--- config.mk ---
export PLATFORM = sky130hd
export DESIGN_NAME = clk_div_multi
export DESIGN_NICKNAME = d
export VERILOG_FILES = /design/src/rtl/clk_div_pkg.sv /design/src/rtl/div_term_lookup.sv /design/src/rtl/clk_div_multi.sv
export SDC_FILE = /design/constraint.sdc
export NUM_CORES = 1
export LEC_CHECK = 0
export ABC_AREA = 1
export BUFFER_PORTS_ARGS = -buffer_cell sky130_fd_sc_hd__buf_2
export CAP_MARGIN = 20
export CORE_MARGIN = 5
export CORE_UTILIZATION = 30
export CTS_CLUSTER_SIZE = 16
export DETAILED_ROUTE_END_ITERATION = 7
export PLACE_DENSITY = 0.55
export SLEW_MARGIN = 10
export SYNTH_ARGS = -nofsm -noshare
export SYNTH_HDL_FRONTEND = slang
export SYNTH_HIERARCHICAL = 1
export SYNTH_SLANG_ARGS = --single-unit
--- constraint.sdc ---
create_clock -name clk -period 2.9 [get_ports clk]
set_input_delay 0.58 -clock clk [delete_from_list [all_inputs] [get_ports clk]]
set_output_delay 0.58 -clock clk [all_outputs]
set_load 0.02 [all_outputs]
--- src/rtl/clk_div_pkg.sv ---
// Shared types and defaults for the multi-mode clock divider family.
package clk_div_pkg;

    typedef enum logic [0:0] {
        SW_DEFERRED,
        SW_IMMEDIATE
    } switch_policy_e;

    localparam int unsigned DIV_8237 = 8237;
    localparam int unsigned DIV_1918 = 1918;

    localparam int unsigned MAX_TABLE_W = 256;
    typedef logic [MAX_TABLE_W-1:0] div_table_t;

    // Packs up to four terminal counts, entry 0 in the LSBs; callers truncate to N_MODES*CNT_W.
    function automatic div_table_t pack_div_table(input int unsigned cnt_w,
                                                  input int unsigned e0,
                                                  input int unsigned e1,
                                                  input int unsigned e2,
                                                  input int unsigned e3);
        div_table_t  t;
        int unsigned ent [4];
        t      = '0;
        ent[0] = e0;
        ent[1] = e1;
        ent[2] = e2;
        ent[3] = e3;
        for (int i = 0; i < 4; i++) begin
            for (int b = 0; b < int'(cnt_w); b++) begin
                if (b < 32 && (i * int'(cnt_w) + b) < int'(MAX_TABLE_W)) begin
                    t[i * int'(cnt_w) + b] = ent[i][b];
                end
            end
        end
        return t;
    endfunction

endpackage

--- src/rtl/div_term_lookup.sv ---
// Combinational mux from a mode index to its terminal count.
module div_term_lookup #(
    parameter int unsigned              CNT_W     = 14,
    parameter int unsigned              N_MODES   = 4,
    parameter logic [N_MODES*CNT_W-1:0] DIV_TABLE = '0,
    localparam int unsigned             SEL_W     = $clog2(N_MODES)
) (
    input  logic [SEL_W-1:0] sel_i,
    output logic [CNT_W-1:0] term_o
);

    always_comb begin
        term_o = '0;
        for (int i = 0; i < int'(N_MODES); i++) begin
            if (sel_i == SEL_W'(i)) begin
                term_o = DIV_TABLE[i*CNT_W +: CNT_W];
            end
        end
    end

endmodule

--- src/rtl/clk_div_multi.sv ---
// Multi-mode square-wave divider: half-period is table[active_mode]+1 input cycles.
module clk_div_multi
    import clk_div_pkg::*;
#(
    parameter int unsigned              CNT_W         = 14,
    parameter int unsigned              N_MODES       = 4,
    parameter logic [N_MODES*CNT_W-1:0] DIV_TABLE     =
        (N_MODES*CNT_W)'(pack_div_table(CNT_W, DIV_8237, DIV_1918, 0, 0)),
    parameter switch_policy_e           SWITCH_POLICY = SW_DEFERRED,
    parameter int unsigned              RESET_MODE    = 0,
    localparam int unsigned             SEL_W         = $clog2(N_MODES)
) (
    input  logic             clk,
    input  logic             en,
    input  logic             run,
    input  logic [SEL_W-1:0] mode,
    output logic             clk_out,
    output logic             tick,
    output logic [SEL_W-1:0] active_mode,
    output logic             pending,
    output logic [CNT_W-1:0] cnt
);

    logic [CNT_W-1:0] cnt_q, cnt_d;
    logic             clk_out_q, clk_out_d;
    logic             tick_q, tick_d;
    logic [SEL_W-1:0] active_q, active_d;
    logic [CNT_W-1:0] term;
    logic             terminal;
    logic             mode_valid;

    div_term_lookup #(
        .CNT_W     (CNT_W),
        .N_MODES   (N_MODES),
        .DIV_TABLE (DIV_TABLE)
    ) u_lookup (
        .sel_i  (active_q),
        .term_o (term)
    );

    assign mode_valid = (32'(mode) < N_MODES);

    // ">=" lets an immediate switch catch a count already past a smaller terminal.
    assign terminal = (SWITCH_POLICY == SW_IMMEDIATE) ? (cnt_q >= term) : (cnt_q == term);

    always_comb begin
        cnt_d     = cnt_q;
        clk_out_d = clk_out_q;
        tick_d    = 1'b0;
        active_d  = active_q;
        if (run) begin
            if (terminal) begin
                cnt_d     = '0;
                clk_out_d = ~clk_out_q;
                tick_d    = 1'b1;
            end else begin
                cnt_d = cnt_q + 1'b1;
            end
            if (mode_valid && (SWITCH_POLICY == SW_IMMEDIATE || terminal)) begin
                active_d = mode;
            end
        end
    end

    always_ff @(posedge clk) begin
        if (!en) begin
            cnt_q     <= '0;
            clk_out_q <= 1'b0;
            tick_q    <= 1'b0;
            active_q  <= SEL_W'(RESET_MODE);
        end else begin
            cnt_q     <= cnt_d;
            clk_out_q <= clk_out_d;
            tick_q    <= tick_d;
            active_q  <= active_d;
        end
    end

    assign clk_out     = clk_out_q;
    assign tick        = tick_q;
    assign active_mode = active_q;
    assign cnt         = cnt_q;
    assign pending     = mode_valid && (mode != active_q);

endmodule

Yosys cells after proc, flatten, opt, wreduce, memory -nomap -nowiden
Index checks and enable logic that the tools add are counted.
{ "totals": {"input_bits": 5, "reg_bits": 18} }
{ "classes": {"muxes": 6, "n_reduce_logical": 3, "eq_ne": 5, "add_sub_neg": 1, "bitwise": 1} }
{ "op_table": {"columns": ["cell", "n"], "rows": [
  ["$mux W14", 5],
  ["$add A14 B1 Y14 const B", 1],
  ["$eq A14 B14 Y1", 1],
  ["$eq A2 B2 Y1 const B", 2],
  ["$reduce_and A2 Y1", 2],
  ["$eq A2 B1 Y1 const B", 1],
  ["$logic_not A2 Y1", 1],
  ["$ne A2 B2 Y1", 1],
  ["$mux W1", 1],
  ["$not A1 Y1", 1]
]} }

Depth between registers and ports, before layout
Gate-level depths: netlist (run 1).
{ "logic_depth": {"depth_word": 7, "mapped_depth": 13, "ltp_nobuf": 11} }

Modules after synthesis
Netlist (run 1), hierarchy kept.
{ "by_module_without_submodules": {"columns": ["module", "cells_each", "n_inst", "area_each_um2"], "rows": [
  ["clk_div_multi", 193, 1, 1211.2],
  ["div_term_lookup", 16, 1, 103.8]
]} }

Worst setup path before layout (run 1)
Ideal clock, no wire load.
{ "synth_timing": {"kind": "register -> register", "from": "register active_q[0] (netlist: active_mode[0])", "to": "register cnt_q[5] (netlist: cnt[5])", "n_path_buf": 2, "required_time_ns": 2.778, "period_less_slack_ns": 1.766, "path_slack_ns": 1.134, "path_stages_with_launch": 14, "t_arrival_ns": 1.645, "setup_ns": 0.122, "path_cell_list": "dfxtp_1 -> inv_1 -> nor2_2 -> buf_4 -> inv_1 -> nand2_1 -> nand2_1 -> nor2_1 -> nand2_1 -> nor2_4 -> nand2_4 -> nand2_4 -> buf_12 -> nor2_2"} }
{ "synth_via": {"elab_cells_between_ends": 10, "cone_classes": "eq/ne: 4; mux: 5; reduce/logical: 1"} }
{ "synth_rtl": {"columns": ["element", "line_no", "source"], "rows": [
  ["from (decl)", "clk_div_multi.sv:27", "logic [SEL_W-1:0] active_q, active_d;"],
  ["from (signal assigned)", "clk_div_multi.sv:70", "active_q <= SEL_W'(RESET_MODE);"],
  ["from (signal assigned)", "clk_div_multi.sv:75", "active_q <= active_d;"],
  ["$eq A2 B1 Y1", "div_term_lookup.sv:15", "if (sel_i == SEL_W'(i)) begin"],
  ["$mux W14 (2 in series)", "div_term_lookup.sv:15", null],
  ["$mux W14 (*)", "div_term_lookup.sv:15", null],
  ["named net term[1]", "clk_div_multi.sv:28", "logic [CNT_W-1:0] term;"],
  ["$eq A14 B14 Y1 (*)", "clk_div_multi.sv:44", "assign terminal = (SWITCH_POLICY == SW_IMMEDIATE) ? (cnt_q >= term) : (cnt_q == term);"],
  ["$mux W14 (*)", "clk_div_multi.sv:52", "if (terminal) begin"],
  ["to (signal assigned)", "clk_div_multi.sv:72", "cnt_q <= cnt_d;"],
  ["to (decl)", "clk_div_multi.sv:24", "logic [CNT_W-1:0] cnt_q, cnt_d;"]
]} }
Mark *: on every way through the listed nets, which the timed path passes. The rest lies on a longest branch.
A chain may end at the register's enable or synchronous reset.

Final worst setup path (run 1)
{ "layout_timing": {"from": "register active_q[0] (netlist: active_mode[0])", "to": "register cnt_q[7] (netlist: cnt[7])"} }
The elaborated chain is that of the path after synthesis.

==> metrics.txt, run 1 <==
top cells by area, synth dfxtp_1 27%, nand2_1 19%, inv_1 8.8%, buf_4 6.9%, nor2_2 6.2%; Vias/cell between 4 and 5; Worst Setup EP cnt[7]$_SDFFE_PN0P_; reg2reg path depth 11; vias in the first global route 1082; CTS Buf Count 3; WL final approximately 2800 um; largest net degree at the start of global routing 15; Placed Cells ~270; Switching Share 0.2401; Critical Path Fanout Max 14; FF-to-FF End cnt[7]$_SDFFE_PN0P_; Final setup viols 0; Hold Crit Depth 2; critical path capture point type register; Port-buffer cells 23; Post-Syn Area approximately 1300 um2; Reg2Reg Setup Slack 1.07 ns; Clk network pwr share 0.365; Required @ worst endpoint between 3 and 4 ns; hold wc startpoint clk_out$_SDFFE_PN0P_; CTS Buffer Depth 2; Yosys cell types 21; clk_lat worst skew approximately 0.25 ns; Starting Density 0.3062; H-Tree Depth 1; status finished clean; Critical Path AT roughly 2 ns; vias 1202; post-cts gate resize count 0; Reg-to-Reg Start active_mode[0]$_SDFFE_PN0P_; I/O Pins 24; die footprint 5807 um2; power share of the combinational group 0.089; Layout Cells excl Fill approximately 280; footprint of the multi-input gates between 700 and 800 um2; Layout area overhead 8.182%; # clock sinks 18; sequential fraction of the synthesis area 0.2740; Die Height approximately 76 um; Setup Crit Path Kind register to register; std cell rows 24; clk_skew about 0.0038 ns; register area 360.3 um2; Routed Antenna Nets 0; drt drc 0; post-synth top area cell dfxtp_1; drt first pass iters 4; TNS Setup 0 ns; Fin. Hold Viols 0; Die Width approximately 76 um; Peak VDD IR between 0.00015 and 0.0002 V; total setup buffers inserted after CTS 0; total global routing overflow 0; Tmin final around 1.8 ns; RSZ-0062 raised after global routing no; Reg power frac 0.547; HP Class register to register; Crit. Startpoint active_mode[0]$_SDFFE_PN0P_; CTS tree done; Slew Viols, Final 0; Antenna Cells 0; Mean Syn Cell Area roughly 6.3 um2; synthesized flop and latch total 18; leakage between 0.7 and 0.8 nW; RePlAce Congestion roughly 0.82; share of cells above drive strength 1 0.2152; Nets 232; clock-pin transition on the worst setup and hold timing paths about 0.07 ns; WL/cell 10.07 um; cts hold-fix bufs 0; internal power 0.3571 mW; GRT Util Overall 0.09917; Core Region between 4000 and 5000 um2; FMAX between 500 and 600 MHz; Final period util 0.6318; first-pass GRT wire length ~4800 um; Setup crit start kind register; First DRT Iteration DRCs slightly below 60; Clock Tree Root clkbuf_8; filler instances just under 500; Psw approximately 0.11 mW; PwrDens about 330 nW/um2; Synth top area share 0.2740; maxcap violations 0; Syn Inst Count approximately 210; HPWL Detailed around 2200 um; initial antenna violation count 0; Yosys warning total 6
[synth_stat cells (all sizes together)]
| cell type | number |
|---|---|
| o21ai | 3 |
| buf | 14 |
| dfxtp | 18 |
| nor3 | 3 |
| nor2 | 34 |
| nand2 | 70 |
| xor2 | 6 |
| inv | 36 |
| conb | 1 |
| o31ai | 1 |
| ha | 2 |
| nand3 | 12 |
| xnor2 | 3 |
| nand4 | 6 |
[per-stage QoR]
step           hold slack [ns]  power (mW)    util  setup slack [ns]  instance area, um2
2_1_floorplan           0.5569      0.2994       -             1.134                1323
3_3_place_gp            0.4869      0.3046  0.3217             1.114                1381
3_5_place_dp            0.4855      0.3042  0.3217             1.052                1381
4_1_cts                 0.5000      0.4807  0.3313             1.045                1423
5_1_grt                 0.5414      0.5003  0.3313            0.7929                1423
6_report                0.4942      0.4700  0.3313             1.068                1423
[logic make-up (layout without fill, tap and decap cells)]
kind of cell	after synthesis	count (layout)	synth area share
AND/OR/NAND/NOR	125	125	0.4301
buffers and inverters	50	62	0.1970
flip-flops	18	18	0.2740
XOR/XNOR	9	9	0.05995
AO/OA/AOI/OAI	4	4	0.01713
adder cells (fa/ha/maj)	2	2	0.01903
other	1	3	0.002852
[power by group through the flow]
stage	registers [mW]	logic [mW]	clock network, mW
floorplan	0.265	0.0345	0
global placement	0.263	0.0420	0
detailed placement	0.263	0.0417	0
CTS	0.257	0.0418	0.182
global route	0.258	0.0465	0.196
finish	0.257	0.0417	0.171
[worst min-delay path by stage]
stage | endpoint
final | clk_out$_SDFFE_PN0P_
after CTS | clk_out$_SDFFE_PN0P_
after floorplan | clk_out$_SDFFE_PN0P_
after global placement | clk_out$_SDFFE_PN0P_
after detailed placement | clk_out$_SDFFE_PN0P_
after global routing | clk_out$_SDFFE_PN0P_
[flip-flops by register name, indices dropped and copies added, names as in the netlist]
name	cells
cnt	14
tick	1
clk_out	1
active_mode	2
[critical path, stage by stage (launching register included)]
cell,delay (ns)
dfxtp_1,0.40
inv_1,0.07
nor2_2,0.34
inv_1,0.08
nand2_1,0.06
nand2_1,0.04
nor2_1,0.09
nand2_1,0.09
nor2_4,0.17
nand2_4,0.09
nand2_4,0.20
nor2_1,0.08
[cells in the final DEF (no fill, tap or decap)]
cell	netlist	layout
nor3_1	3	3
o31ai_1	1	1
buf_2	0	23
nand2_1	68	68
nand3_1	12	12
nor2_1	19	19
nor2_2	13	13
inv_4	1	1
xor2_1	6	6
dfxtp_1	18	18
o21ai_0	3	3
xnor2_1	3	3
nand2_4	2	2
nand4_1	6	6
conb_1	1	3
inv_2	4	4
inv_1	31	31
clkbuf_8	0	3
ha_1	2	2
nor2_4	2	2
[cell type report]
cell class,count,share of cell area
repair buffers,23,0.08091
flip-flops and latches,18,0.2533
multi-input cells,143,0.4943
well taps,52,0.04573
inverters,36,0.09675
clock buffers,3,0.02902
[metal layers]
metal,global-route usage,vias up,share of wire
met3,0.02482,4,0.049
met1,0.1237,534,0.48
met5,0,-,0
met2,0.1661,25,0.46
li1,-,639,-
met4,0.03147,0,0.012
Power figures use the tool's default switching activity.
==> inputs of run 2 (changes only) <==
Settings changed: ABC_AREA 1 to 0.
Clock period 2.9 ns to 1.71 ns, I/O delays scaled along.
==> run 2 against run 1 <==
  * The run now ends with negative setup slack left
  * Routed wire length grew 4.9%
  * Critical path depth shrank 3
  * Largest power group unchanged
  * Maximum frequency grew 3.5%
  * Highest routed layer unchanged
  * Worst hold slack lost 0.15 ns
==> metrics.txt, run 2 <==
status finished with violations; failing checks negative setup slack; clock-pin transition on the worst setup and hold timing paths ~0.07 ns; WL final around 2900 um; power share of the combinational group 0.094; Switching Share 0.2383; top cells by area, synth dfxtp_1 28%, xnor2_1 15%, nor3b_2 9.7%, buf_4 6.4%, nand4_1 5.3%; clk_skew around 0.0086 ns; Die Width 75.70 um; post-synth top area cell dfxtp_1; Yosys warning total 6; Critical Path AT around 1.9 ns; First DRT Iteration DRCs 15; top-count cell post-synth xnor2_1; ys async rst share 0; cts hold-fix bufs 0; leakage a little under 0.6 nW; CTS Buffer Depth 2; maxcap violations 0; Reg-to-Reg Start active_mode[0]$_SDFFE_PN0P_; Die Height about 76 um; final instance area between 1500 and 2000 um2; FMAX ~560 MHz; drt drc 0; critical path capture point type register; Routed Antenna Nets 0; drt first pass iters 4; Starting Density 0.3169; Worst Setup EP cnt[5]$_SDFFE_PN0P_; Largest register FFs 14; Setup crit start kind register; HPWL Detailed 2126 um; first-pass GRT wire length 4968 um; Critical Path Fanout Max 7; I/O Pins 24; PwrDens 495.2 nW/um2; Crit. Startpoint active_mode[0]$_SDFFE_PN0P_; Syn Inst Count 129; synthesized flop and latch total 18; vias in the first global route roughly 1100; Layout area overhead 27.34%; Clk network pwr share 0.378; FF-to-FF End cnt[5]$_SDFFE_PN0P_; filler instances slightly above 400; Post-Syn Area roughly 1300 um2; Final setup viols 17; sequential fraction of the synthesis area 0.2783; Antenna Cells 0; most frequent cells in the layout 23 x buf_2, 18 x xnor2_1, 16 x dfxtp_1, 13 x buf_4, 12 x nand2_1; Tmin final between 1.5 and 2 ns; initial antenna violation count 0; CTS tree done; die footprint ~5700 um2; Vias/cell roughly 4.6; Clock Tree Root clkbuf_8; commonest non-fill, non-tap cell in the layout buf_2; Reg2Reg Setup Slack -0.06 ns; HP Class input port to register; reg2reg path depth 8; Fin. Hold Viols 0; H-Tree Depth 1; vias 960; Setup Crit Path Kind register to register; synth cell count leaders 22 x xnor2_1, 18 x dfxtp_1, 12 x nand2_1; CTS Buf Count 3; number of synthesized flops with an enable pin 0; WL/cell about 14 um; largest net degree at the start of global routing 22; Port-buffer cells 23; Final period util 1.035; share of cells above drive strength 1 0.4494; Required @ worst endpoint roughly 1.9 ns; Mean Syn Cell Area about 10 um2; hold slack final around 0.35 ns; Nets roughly 170; GRT Util Overall 0.1125; area post-placement around 1500 um2; clk_lat worst skew ~0.25 ns; Core Region 4086 um2; Synth Flop Type dfxtp_1; Reg power frac 0.528; # clock sinks 18; Psw between 0.15 and 0.2 mW; RSZ-0062 raised after global routing yes; Peak VDD IR ~0.00026 V; std cell rows 23; Yosys cell types 28; Slew Viols, Final 0; total global routing overflow 0; RePlAce Congestion ~0.81; Synth top area share 0.2783; post-route setup slack -0.06058 ns; internal power about 0.62 mW
==> run 2: cell count changes in the layout (fill, tap and decap cells not counted), moves of 10 or more <==
| cell | before | now |
|---|---|---|
| nor2_2 | 13 | 1 |
| buf_4 | 0 | 13 |
| nor2_1 | 19 | 3 |
| xnor2_1 | 3 | 18 |
| nor3b_2 | 0 | 10 |
| inv_1 | 31 | 1 |
| nand3_1 | 12 | 1 |
| nand2_1 | 68 | 12 |
==> run 2: through the flow <==
stage                     setup TNS [ns]  total power [mW]  cells    util  worst slack [ns]
after floorplan                 -0.08416            0.4963    131       -         -0.008549
after global placement                 0            0.5140    197  0.3598           0.04597
after detailed placement        -0.06551            0.5160    197  0.3598          -0.03945
after CTS                              0            0.8311    204  0.3873          0.005567
after global routing              -2.063            0.8507    208  0.4036           -0.1401
final                            -0.5927            0.8167    208  0.4036          -0.06058
==> run 2: repair_timing <==
item                                   in CTS  in global routing
pin swaps                                   2                  6
endpoints found under the hold margin       0                  0
setup endpoints to repair                   6                 17
gates cloned                                0                  1
gates resized for setup                     4                  3
setup buffers                               3                  3
==> run 2: kinds of logic after synthesis <==
logic type | share of synthesized area
xor gates and xnor gates | 0.2280
adders and majority gates | 0.01932
buffers and inverters | 0.1111
DFF | 0.2783
muxes | 0.03092
other | 0.002896
and+or+nand+nor | 0.3295
==> run 2: layout make-up <==
| class | instances | area, um2 | area share |
|---|---|---|---|
| multi-input combinational | 94 | 860.8 | 0.5220 |
| sequential | 18 | 367.9 | 0.2231 |
| timing repair buffer | 41 | 309.0 | 0.1874 |
| tap | 50 | 62.56 | 0.03794 |
| clock buffer | 4 | 45.04 | 0.02731 |
| inverter | 1 | 3.754 | 0.002276 |
==> run 2: worst min path at each step <==
| stage | startpoint | end | slack, ns | cells past startpoint |
|---|---|---|---|---|
| after detailed placement | clk_out$_SDFFE_PN0P_ | clk_out$_SDFFE_PN0P_ | 0.47 | 2 |
| after global placement | clk_out$_SDFFE_PN0P_ | clk_out$_SDFFE_PN0P_ | 0.46 | 2 |
| after global routing | mode[1] | active_mode[1]$_SDFFE_PN0P_ | 0.36 | 3 |
| after CTS | mode[1] | active_mode[1]$_SDFFE_PN0P_ | 0.34 | 3 |
| after floorplan | mode[0] | active_mode[0]$_SDFFE_PN0P_ | 0.47 | 2 |
| final | mode[1] | active_mode[1]$_SDFFE_PN0P_ | 0.35 | 3 |
==> run 2: power by group through the flow <==
stage	logic [mW]	clock network, mW	registers, mW
final	0.0770	0.309	0.431
after global routing	0.0844	0.334	0.432
after CTS	0.0765	0.324	0.431
after detailed placement	0.0758	0	0.440
after global placement	0.0741	0	0.440
after floorplan	0.0511	0	0.445
==> run 2: layer usage <==
layer | track usage | vias to the layer above | wire length, um
met5 | 0 | - | 0
li1 | - | 485 | -
met3 | 0.02375 | 6 | 108
met4 | 0.04466 | 0 | 38
met2 | 0.1985 | 18 | 1527
met1 | 0.1323 | 451 | 1230
==> run 2: critical path, cell delays in order (launching register included) <==
cell and delay (ns):
dfxtp_4 0.36, nor2b_4 0.20, buf_12 0.14, xnor2_2 0.11, nand4_1 0.15, nor4_4 0.33
buf_4 0.17, clkbuf_16 0.15, nor3b_2 0.04
